<file path="config.mk">
export PLATFORM = sky130hd
export DESIGN_NAME = vertex_projector_flat
export DESIGN_NICKNAME = d
export VERILOG_FILES = /design/src/rtl/vertex_projector_if.sv /design/src/rtl/vertex_projector.sv /design/src/flat_wrapper.sv
export SDC_FILE = /design/constraint.sdc
export NUM_CORES = 2
export LEC_CHECK = 0
export BUFFER_PORTS_ARGS = -buffer_cell sky130_fd_sc_hd__buf_4
export CORE_ASPECT_RATIO = 0.7
export CORE_MARGIN = 2
export CORE_UTILIZATION = 61
export CTS_CLUSTER_SIZE = 40
export DETAILED_ROUTE_END_ITERATION = 7
export PLACE_DENSITY_LB_ADDON = 0.1
export REMOVE_ABC_BUFFERS = 1
export SETUP_SLACK_MARGIN = 0.3
export SYNTH_ARGS = -nofsm -noshare
export SYNTH_HDL_FRONTEND = slang
export SYNTH_SLANG_ARGS = --single-unit
</file>
<file path="constraint.sdc">
create_clock -name clk -period 22.4 [get_ports clk]
set_input_delay 4.48 -clock clk [delete_from_list [all_inputs] [get_ports clk]]
set_output_delay 4.48 -clock clk [all_outputs]
set_load 0.03 [all_outputs]
</file>
<file path="src/rtl/vertex_projector_if.sv">
// Handshake bundle for vertex_projector.
//   master: producer side (drives matrix, vertex and out_ready; observes results)
//   slave : the projector itself
// Signals:
//   projection_matrix/mat_load : row-major 4x4 matrix, element (r,c) at 4*r+c, and its load strobe
//   in_valid/in_ready, in_x/y/z : object-space vertex handshake (w implied 1.0)
//   out_valid/out_ready, out_x/y/z/w, out_overflow : NDC result handshake plus clip-space w
//   busy : projector is not idle
interface vertex_projector_if #(
  parameter int unsigned WI = 8,
  parameter int unsigned WF = 8
);
  localparam int unsigned W = WI + WF;

  logic [15:0][W-1:0] projection_matrix;
  logic               mat_load;
  logic               in_valid;
  logic               in_ready;
  logic [W-1:0]       in_x;
  logic [W-1:0]       in_y;
  logic [W-1:0]       in_z;
  logic               out_valid;
  logic               out_ready;
  logic [W-1:0]       out_x;
  logic [W-1:0]       out_y;
  logic [W-1:0]       out_z;
  logic [W-1:0]       out_w;
  logic               out_overflow;
  logic               busy;

  modport master (
    output projection_matrix, mat_load, in_valid, in_x, in_y, in_z, out_ready,
    input  in_ready, out_valid, out_x, out_y, out_z, out_w, out_overflow, busy
  );

  modport slave (
    input  projection_matrix, mat_load, in_valid, in_x, in_y, in_z, out_ready,
    output in_ready, out_valid, out_x, out_y, out_z, out_w, out_overflow, busy
  );
endinterface

</file>
<file path="src/rtl/vertex_projector.sv">
// Clip-space transform and perspective divide for one vertex at a time.
// A single multiplier accumulates the four clip rows over 16 cycles, the rows are rounded and
// saturated back to WI.WF, then a restoring divider forms x/w, y/w, z/w one bit per cycle.
// Ports:
//   clk  : clock
//   rstn : synchronous active-low reset (matrix returns to identity)
//   bus  : vertex_projector_if slave modport (matrix load, vertex in, NDC out, busy)
module vertex_projector #(
  parameter int unsigned WI = 8,
  parameter int unsigned WF = 8
) (
  input logic               clk,
  input logic               rstn,
  vertex_projector_if.slave bus
);
  localparam int unsigned W   = WI + WF;
  localparam int unsigned PW  = 2 * W;
  localparam int unsigned AW  = PW + 2;
  localparam int unsigned DW  = WI + 2 * WF;
  localparam int unsigned ItW = $clog2(DW);

  localparam logic [W-1:0]          One    = W'(1) << WF;
  localparam logic [W-1:0]          PosMax = {1'b0, {(W-1){1'b1}}};
  localparam logic [W-1:0]          NegMax = {1'b1, {(W-1){1'b0}}};
  localparam logic signed [AW-1:0]  Half   = AW'(1) << (WF - 1);
  localparam logic signed [AW-1:0]  AccMax = AW'(PosMax);
  localparam logic signed [AW-1:0]  AccMin = ~AccMax;
  localparam logic [ItW-1:0]        ItLast = ItW'(DW - 1);

  typedef enum logic [2:0] {StIdle, StMac, StNorm, StDiv, StDone} state_e;

  state_e                 state_q;
  logic [15:0][W-1:0]     mat_q;
  logic [2:0][W-1:0]      vtx_q;
  logic signed [AW-1:0]   acc_q [4];
  logic [3:0]             mac_cnt_q;
  logic [2:0][W-1:0]      clip_q;
  logic [1:0]             div_idx_q;
  logic [ItW-1:0]         div_it_q;
  logic [DW-1:0]          quo_q;
  logic [W-1:0]           rem_q;
  logic [2:0][W-1:0]      res_q;
  logic [W-1:0]           out_w_q;
  logic                   ovf_q;

  // Round half up, drop WF fraction bits, saturate. Returns {saturated, value}.
  function automatic logic [W:0] norm_acc(input logic signed [AW-1:0] a);
    logic signed [AW-1:0] r;
    r = (a + Half) >>> WF;
    if (r > AccMax)      norm_acc = {1'b1, PosMax};
    else if (r < AccMin) norm_acc = {1'b1, NegMax};
    else                 norm_acc = {1'b0, r[W-1:0]};
  endfunction

  function automatic logic [W-1:0] mag(input logic [W-1:0] a);
    mag = a[W-1] ? W'(~a + 1'b1) : a;
  endfunction

  // Apply sign and range limits to an unsigned quotient. Returns {overflow, value}.
  function automatic logic [W:0] div_final(input logic [DW-1:0] q, input logic num_neg,
                                           input logic den_neg, input logic den_zero);
    logic neg;
    neg = num_neg ^ den_neg;
    if (den_zero)  div_final = {1'b1, num_neg ? NegMax : PosMax};
    else if (!neg) div_final = (q > DW'(PosMax)) ? {1'b1, PosMax} : {1'b0, q[W-1:0]};
    else           div_final = (q > DW'(NegMax)) ? {1'b1, NegMax}
                                                 : {1'b0, W'(~q[W-1:0] + 1'b1)};
  endfunction

  // Shared multiplier: matrix element selected by the MAC counter times vertex component.
  logic [1:0]           mac_r;
  logic [1:0]           mac_c;
  logic signed [W-1:0]  m_op;
  logic signed [W-1:0]  v_op;
  logic signed [PW-1:0] prod;

  assign mac_r = mac_cnt_q[3:2];
  assign mac_c = mac_cnt_q[1:0];

  always_comb begin
    m_op = mat_q[mac_cnt_q];
    unique case (mac_c)
      2'd0:    v_op = vtx_q[0];
      2'd1:    v_op = vtx_q[1];
      2'd2:    v_op = vtx_q[2];
      default: v_op = One;
    endcase
    prod = m_op * v_op;
  end

  logic [3:0][W:0] norm_res;
  always_comb begin
    for (int i = 0; i < 4; i++) norm_res[i] = norm_acc(acc_q[i]);
  end

  // One restoring-division step; the dividend shifts out of quo_q as quotient bits shift in.
  logic [W-1:0]  dsr;
  logic [W:0]    rem_sh;
  logic [W-1:0]  rem_d;
  logic [DW-1:0] quo_d;
  logic [W:0]    fin;

  assign dsr = mag(out_w_q);

  always_comb begin
    rem_sh = {rem_q, quo_q[DW-1]};
    if (rem_sh >= {1'b0, dsr}) begin
      rem_d = W'(rem_sh - {1'b0, dsr});
      quo_d = {quo_q[DW-2:0], 1'b1};
    end else begin
      rem_d = rem_sh[W-1:0];
      quo_d = {quo_q[DW-2:0], 1'b0};
    end
    fin = div_final(quo_d, clip_q[div_idx_q][W-1], out_w_q[W-1], out_w_q == '0);
  end

  always_ff @(posedge clk) begin
    if (!rstn) begin
      state_q <= StIdle;
      for (int i = 0; i < 16; i++) mat_q[i] <= (i % 5 == 0) ? One : '0;
      for (int i = 0; i < 4; i++) acc_q[i] <= '0;
      vtx_q     <= '0;
      mac_cnt_q <= '0;
      clip_q    <= '0;
      div_idx_q <= '0;
      div_it_q  <= '0;
      quo_q     <= '0;
      rem_q     <= '0;
      res_q     <= '0;
      out_w_q   <= '0;
      ovf_q     <= 1'b0;
    end else begin
      unique case (state_q)
        StIdle: begin
          // A matrix load blocks acceptance, so a waiting vertex sees the new matrix.
          if (bus.mat_load) begin
            mat_q <= bus.projection_matrix;
          end else if (bus.in_valid) begin
            vtx_q <= {bus.in_z, bus.in_y, bus.in_x};
            for (int i = 0; i < 4; i++) acc_q[i] <= '0;
            mac_cnt_q <= '0;
            ovf_q     <= 1'b0;
            state_q   <= StMac;
          end
        end
        StMac: begin
          acc_q[mac_r] <= acc_q[mac_r] + {{2{prod[PW-1]}}, prod};
          mac_cnt_q    <= mac_cnt_q + 4'd1;
          if (mac_cnt_q == 4'd15) state_q <= StNorm;
        end
        StNorm: begin
          for (int i = 0; i < 3; i++) clip_q[i] <= norm_res[i][W-1:0];
          out_w_q   <= norm_res[3][W-1:0];
          ovf_q     <= norm_res[0][W] | norm_res[1][W] | norm_res[2][W] | norm_res[3][W];
          quo_q     <= {mag(norm_res[0][W-1:0]), {WF{1'b0}}};
          rem_q     <= '0;
          div_idx_q <= '0;
          div_it_q  <= '0;
          state_q   <= StDiv;
        end
        StDiv: begin
          if (div_it_q == ItLast) begin
            res_q[div_idx_q] <= fin[W-1:0];
            ovf_q            <= ovf_q | fin[W];
            div_it_q         <= '0;
            rem_q            <= '0;
            if (div_idx_q == 2'd2) begin
              state_q <= StDone;
            end else begin
              div_idx_q <= div_idx_q + 2'd1;
              quo_q     <= {mag(clip_q[div_idx_q + 2'd1]), {WF{1'b0}}};
            end
          end else begin
            quo_q    <= quo_d;
            rem_q    <= rem_d;
            div_it_q <= div_it_q + ItW'(1);
          end
        end
        StDone: begin
          if (bus.out_ready) state_q <= StIdle;
        end
        default: state_q <= StIdle;
      endcase
    end
  end

  assign bus.in_ready     = (state_q == StIdle) && !bus.mat_load;
  assign bus.out_valid    = (state_q == StDone);
  assign bus.busy         = (state_q != StIdle);
  assign bus.out_x        = res_q[0];
  assign bus.out_y        = res_q[1];
  assign bus.out_z        = res_q[2];
  assign bus.out_w        = out_w_q;
  assign bus.out_overflow = ovf_q;
endmodule

</file>
<file path="src/flat_wrapper.sv">
// flat-port wrapper written by rule: the top's interface ports become plain ports
module vertex_projector_flat 
#(
  parameter int unsigned WI = 8,
  parameter int unsigned WF = 8
)
  (clk, rstn, bus_projection_matrix, bus_mat_load, bus_in_valid, bus_in_x, bus_in_y, bus_in_z, bus_out_ready, bus_in_ready, bus_out_valid, bus_out_x, bus_out_y, bus_out_z, bus_out_w, bus_out_overflow, bus_busy);
  vertex_projector_if #(.WI(WI), .WF(WF)) bus_i ();
  input logic clk;
  input logic rstn;
  input wire logic [$bits(bus_i.projection_matrix)-1:0] bus_projection_matrix;
  input wire logic [$bits(bus_i.mat_load)-1:0] bus_mat_load;
  input wire logic [$bits(bus_i.in_valid)-1:0] bus_in_valid;
  input wire logic [$bits(bus_i.in_x)-1:0] bus_in_x;
  input wire logic [$bits(bus_i.in_y)-1:0] bus_in_y;
  input wire logic [$bits(bus_i.in_z)-1:0] bus_in_z;
  input wire logic [$bits(bus_i.out_ready)-1:0] bus_out_ready;
  output wire logic [$bits(bus_i.in_ready)-1:0] bus_in_ready;
  output wire logic [$bits(bus_i.out_valid)-1:0] bus_out_valid;
  output wire logic [$bits(bus_i.out_x)-1:0] bus_out_x;
  output wire logic [$bits(bus_i.out_y)-1:0] bus_out_y;
  output wire logic [$bits(bus_i.out_z)-1:0] bus_out_z;
  output wire logic [$bits(bus_i.out_w)-1:0] bus_out_w;
  output wire logic [$bits(bus_i.out_overflow)-1:0] bus_out_overflow;
  output wire logic [$bits(bus_i.busy)-1:0] bus_busy;
  assign bus_i.projection_matrix = bus_projection_matrix;
  assign bus_i.mat_load = bus_mat_load;
  assign bus_i.in_valid = bus_in_valid;
  assign bus_i.in_x = bus_in_x;
  assign bus_i.in_y = bus_in_y;
  assign bus_i.in_z = bus_in_z;
  assign bus_i.out_ready = bus_out_ready;
  assign bus_in_ready = bus_i.in_ready;
  assign bus_out_valid = bus_i.out_valid;
  assign bus_out_x = bus_i.out_x;
  assign bus_out_y = bus_i.out_y;
  assign bus_out_z = bus_i.out_z;
  assign bus_out_w = bus_i.out_w;
  assign bus_out_overflow = bus_i.out_overflow;
  assign bus_busy = bus_i.busy;
  vertex_projector #(.WI(WI), .WF(WF)) u_core (.clk(clk), .rstn(rstn), .bus(bus_i));
endmodule
</file>
* Yosys cells after proc, flatten, opt, wreduce, memory -nomap -nowiden
Memories as Yosys holds them, arrays and structs flattened. A register that Yosys moved wholly into a read port is not among the register bits.
Index checks and enable logic that the tools add are counted.
** Word-level totals
- Flip-flop bits (word level) :: 471
- Memory bits (writable) :: 136
- Bits of input ports :: 309
- Output and inout port bits :: 68
- Logic and storage cells :: 183
- Memories :: 1
** Memory list
- u_core.acc_q :: depth 4, width 34, read ports 5, clocked after Yosys merged registers in 1, wr ports 4, line vertex_projector.sv:35 : logic signed [AW-1:0] acc_q [4];
** Operators by class
- $add $sub $neg :: 13
- $mul :: 1
- Order comparisons :: 15
- Equal/unequal tests :: 17
- Multiplexer cells :: 70
- Bitwise logic cells :: 14
- Reduce and logical (&&, ||, !) cells :: 19
** Operators by type and width (count)
- 17-bit two-way mux :: 12
- 34-bit two-way mux :: 5
- 16-bit two-way mux :: 10
- 34-bit by 9-bit adder with 34-bit output (second input constant) :: 4
- 26-bit by 16-bit > comparator with 1-bit output (second input constant) :: 4
- 26-bit by 16-bit < comparator with 1-bit output (second input constant) :: 4
- 16-bit by 1-bit adder with 16-bit output (second input constant) :: 4
- 16-bit binary-select mux with 2-bit select :: 2
- 16-bit binary-select mux with 4-bit select :: 1
- 16-bit NOT :: 4
- 48-bit bitwise mux :: 1
- 24-bit two-way mux :: 2
- 16-bit case mux with 3 select lines :: 1
- 24-bit case mux with 2 select lines :: 1
- 34-bit adder :: 1
- 34-bit OR reduction :: 1
- 16-bit demux with 2-bit select :: 1
- 16-bit by 16-bit multiplier with 32-bit output :: 1
- 16-bit case mux with 2 select lines :: 1
- 24-bit by 15-bit > comparator with 1-bit output (second input constant) :: 1
- 24-bit by 16-bit > comparator with 1-bit output (second input constant) :: 1
- 3-bit two-way mux :: 6
- 17-bit by 16-bit greater-or-equal comparator with 1-bit output :: 1
- 16-bit zero test :: 1
- other kinds (39) :: 79

* Longest topological paths before layout
- Depth in word-level cells :: 13
- Gate-level depth with buffers :: 43
- Gate-level depth less buffers :: 37

* Least setup slack after synthesis
No wires, ideal clock.
- Path kind :: flip-flop to flip-flop
- Start point :: register u_core.mac_cnt_q[0]
- End point :: memory u_core.acc_q[0][30] in the netlist's numbering, data pin
- Setup time :: 270 ps
- Arrival :: 9992 ps
- Required time :: 22130 ps
- Slack :: 12138 ps
- Stages on the path, launching flop included :: 40
- Buffers on the path :: 6
- Period minus slack after synthesis :: 10262 ps
- Path through :: dfxtp_1 -> clkbuf_1 -> buf_1 -> clkbuf_1 -> buf_2 -> inv_1 -> ha_1 -> a222oi_1 -> or2_2 -> buf_1 -> clkbuf_1 -> nor2_1 -> fa_1 -> inv_1 -> fa_1 -> fa_1 -> fa_1 -> inv_1 -> [4 not listed] -> ha_1 -> and4_1 -> a21oi_1 -> o21ai_0 -> a31oi_1 -> o21bai_1 -> a21oi_1 -> xnor2_1 -> ha_1 -> and4_1 -> and4_1 -> inv_1 -> or3_1 -> a41oi_1 -> nor2_1 -> o2111a_1 -> a311oi_1 -> nor2_1
** RTL lines
- from (decl) :: line vertex_projector.sv:36 : logic [3:0] mac_cnt_q;
- from (signal assigned) :: line vertex_projector.sv:148 : mac_cnt_q <= mac_cnt_q + 4'd1;
- to (decl) :: line vertex_projector.sv:35

==> reports/qor.txt <==
most common cell after layout, fill and taps aside: nand2_1
Synth Instances: 4897
crit path DAT: 12.11 ns
first-pass GRT wire length: 204 mm
CTS buffer count: 58
Num Clock Sinks: 609
Data required, critical path: 22.74 ns
H-tree level count: 2
Max IR drop VDD: 0.0713 mV
total negative slack: 0 ns
clock-pin slew on the worst setup and hold paths: 0.07 ns
Cell Rows: 80
Final Cycle Share: 0.525
clock tree root buffer cell: clkbuf_16
Avg Inst Size Synth: 8.52 µm²
kind of end point of the critical path: flip-flop
Synth cell types: 84
cts hold-fix bufs: 0
Fin Hold WS: 0.452 ns
nature of the critical path startpoint: flip-flop
CTS tree: done
grt ovf: 0
post-CTS setup buffer count: 0
Starting DRT DRC Count: 4727
DRC viols: 0
global placement routability congestion: 1.02
CP max-delay cell: a311oi_1
async set-reset flop share out of synthesis: 0
Fill cells: 5522
max_cap viols: 0
Final Net Count: 5834
CP max stage delay: 0.94 ns
Post-Layout Cell Count: 6069
largest net degree at the start of global routing: 221
CTS max path bufs: 3
routed vias: 37537
share of post-route cells with drive strength above 1: 0.139
fmax: 85.0 MHz
vias in the first global route: 34240
number of synthesized flops with an enable pin: 136
Setup Skew: 0.0448 ns
antenna violations before repair: 5
commonest cells after routing, fill and taps aside: nand2_1, a21oi_1, dfxtp_1
Detailed Route WL: 134 mm
most frequent CP cell: fa_1
outcome: finished, final reports clean
WS Path Type: flip-flop to flip-flop
DR WL/cell: 22.0 µm
DP Cell Count: 5956
worst relative slew slack: 0.214
post-route ant nets: 0
core area: 68000 µm²
Ys Warns: 0
worst slew pin tran: 1.17 ns
Syn Std Cell Area: 41700 µm²
Starting Density: 0.614
die width: 317 µm
unrepaired setup endpoints after global routing: no
fin crit period: 11.76 ns
Die Y: 223 µm
Clk Latency, worst-skew pair: 0.67 ns
Leak: 19.6 nW
routed vias/inst: 6.19
total die area: 70600 µm²
reg-to-reg slack, setup: 10.64 ns
final setup fails: 0
DRT Pass-1 Iters: 6
IO Port Bufs: 376
gr usage total: 0.374
Post-CTS Resized: 0
hold crit path type: flip-flop to flip-flop
io pins: 377
Most used DFF post-synth: dfxtp_1
register area share after synthesis: 0.325
Fin. Hold Viols: 0
Max Slew Vio Count: 0
pwr dens: 62.5 nW/µm²
Layout area overhead: 13.0%
Crit Path Max Fanout: 43
#FFs+latches synth: 609
Final HPWL DP: 102 mm
logic make-up (layout without fill, tap and decap cells):
group	count (synthesis)	count (layout)	share of synthesized area
mux	155	155	0.0688
xor+xnor	180	180	0.0381
simple gates	1821	1821	0.189
other cells	0	3	0
compound gates	1044	1044	0.148
flops	609	609	0.325
fa+ha+maj	411	411	0.171
buf+inv	677	944	0.0612
Yosys cell counts (31+ instances only):
library cell    n  share of area
o21ai_0       181          0.022
inv_1         390          0.035
ha_1          147          0.044
nor3_1         65         0.0078
clkbuf_1      252          0.023
xnor2_1        89          0.019
a211oi_1       36         0.0065
xor2_1         90          0.019
a21oi_1       527          0.063
a31oi_1        35         0.0052
fa_1          264           0.13
o21a_1         34         0.0061
and3_1         39         0.0058
nand2b_1       31         0.0046
mux4_2        103          0.056
edfxtp_1      136          0.098
nor2_1        422          0.038
dfxtp_1       473           0.23
nand2_1       962          0.087
nand4_1        41         0.0061
nand3_1        92          0.011
through the flow:
stage | setup slack, ns | util | power [mW] | area (µm²)
3_5_place_dp | 10.94 | 0.665 | 1.91 | 45200
3_3_place_gp | 11.14 | 0.665 | 1.90 | 45200
5_1_grt | 10.16 | 0.694 | 3.07 | 47200
4_1_cts | 10.87 | 0.694 | 2.93 | 47200
2_1_floorplan | 9.77 | - | 1.68 | 40700
6_report | 10.64 | 0.694 | 2.95 | 47200
flip-flops by register name (all words and copies together), names as in the netlist, 5 cells and up, named ones only:
signal,flops
u_core.mat_q,256
u_core.acc_q,136
u_core.clip_q,48
u_core.vtx_q,48
u_core.quo_q,24
u_core.bus.out_w,16
u_core.bus.out_x,16
u_core.bus.out_y,16
u_core.bus.out_z,16
u_core.rem_q,16
u_core.div_it_q,5
path summary, 6_finish.rpt:
kind / from / cells after the start / end
setup / recovery: u_core.mac_cnt_q[0] / 36 / u_core.acc_q[0][25]
hold / removal: u_core.mat_q[56] / 2 / u_core.mat_q[56]
setup reg to reg: u_core.mac_cnt_q[0] / 36 / u_core.acc_q[0][25]
hold reg to reg: u_core.mat_q[56] / 2 / u_core.mat_q[56]
area by class of cell:
type | instances | area [µm²] | share of cell area
clock buffer | 81 | 1690 | 0.0359
multi-input combinational | 3611 | 25700 | 0.544
tap | 902 | 1130 | 0.0239
timing repair buffer | 443 | 3340 | 0.0708
inverter | 391 | 1480 | 0.0313
clock inverter | 29 | 303 | 0.00642
sequential | 609 | 13600 | 0.288
antenna | 3 | 7.51 | 0.000159
where the power goes:
part / switching [mW] / internal [mW] / leakage [nW]
sequential: 0.0536 / 1.18 / 5.31
clock: 0.460 / 0.578 / 0.981
combinational: 0.429 / 0.250 / 13.3
critical path, delay by kind of cell (launching register included):
kind	cells	cell delay (ns)
XOR/XNOR	1	0.30
multiplexers	2	0.99
flip-flops	1	0.91
AND/OR/NAND/NOR	5	0.72
adder cells (fa/ha/maj)	8	3.74
AO/OA/AOI/OAI	15	3.89
buffers and inverters	5	0.82
layer usage:
| metal | wire length [µm] | track usage | up-vias |
|---|---|---|---|
| met1 | 59500 | 0.604 | 18192 |
| met4 | 1970 | 0.0618 | 6 |
| met5 | 38 | 0 | - |
| li1 | - | - | 17088 |
| met2 | 53800 | 0.491 | 2109 |
| met3 | 18400 | 0.113 | 142 |
Power figures use the tool's default switching activity.
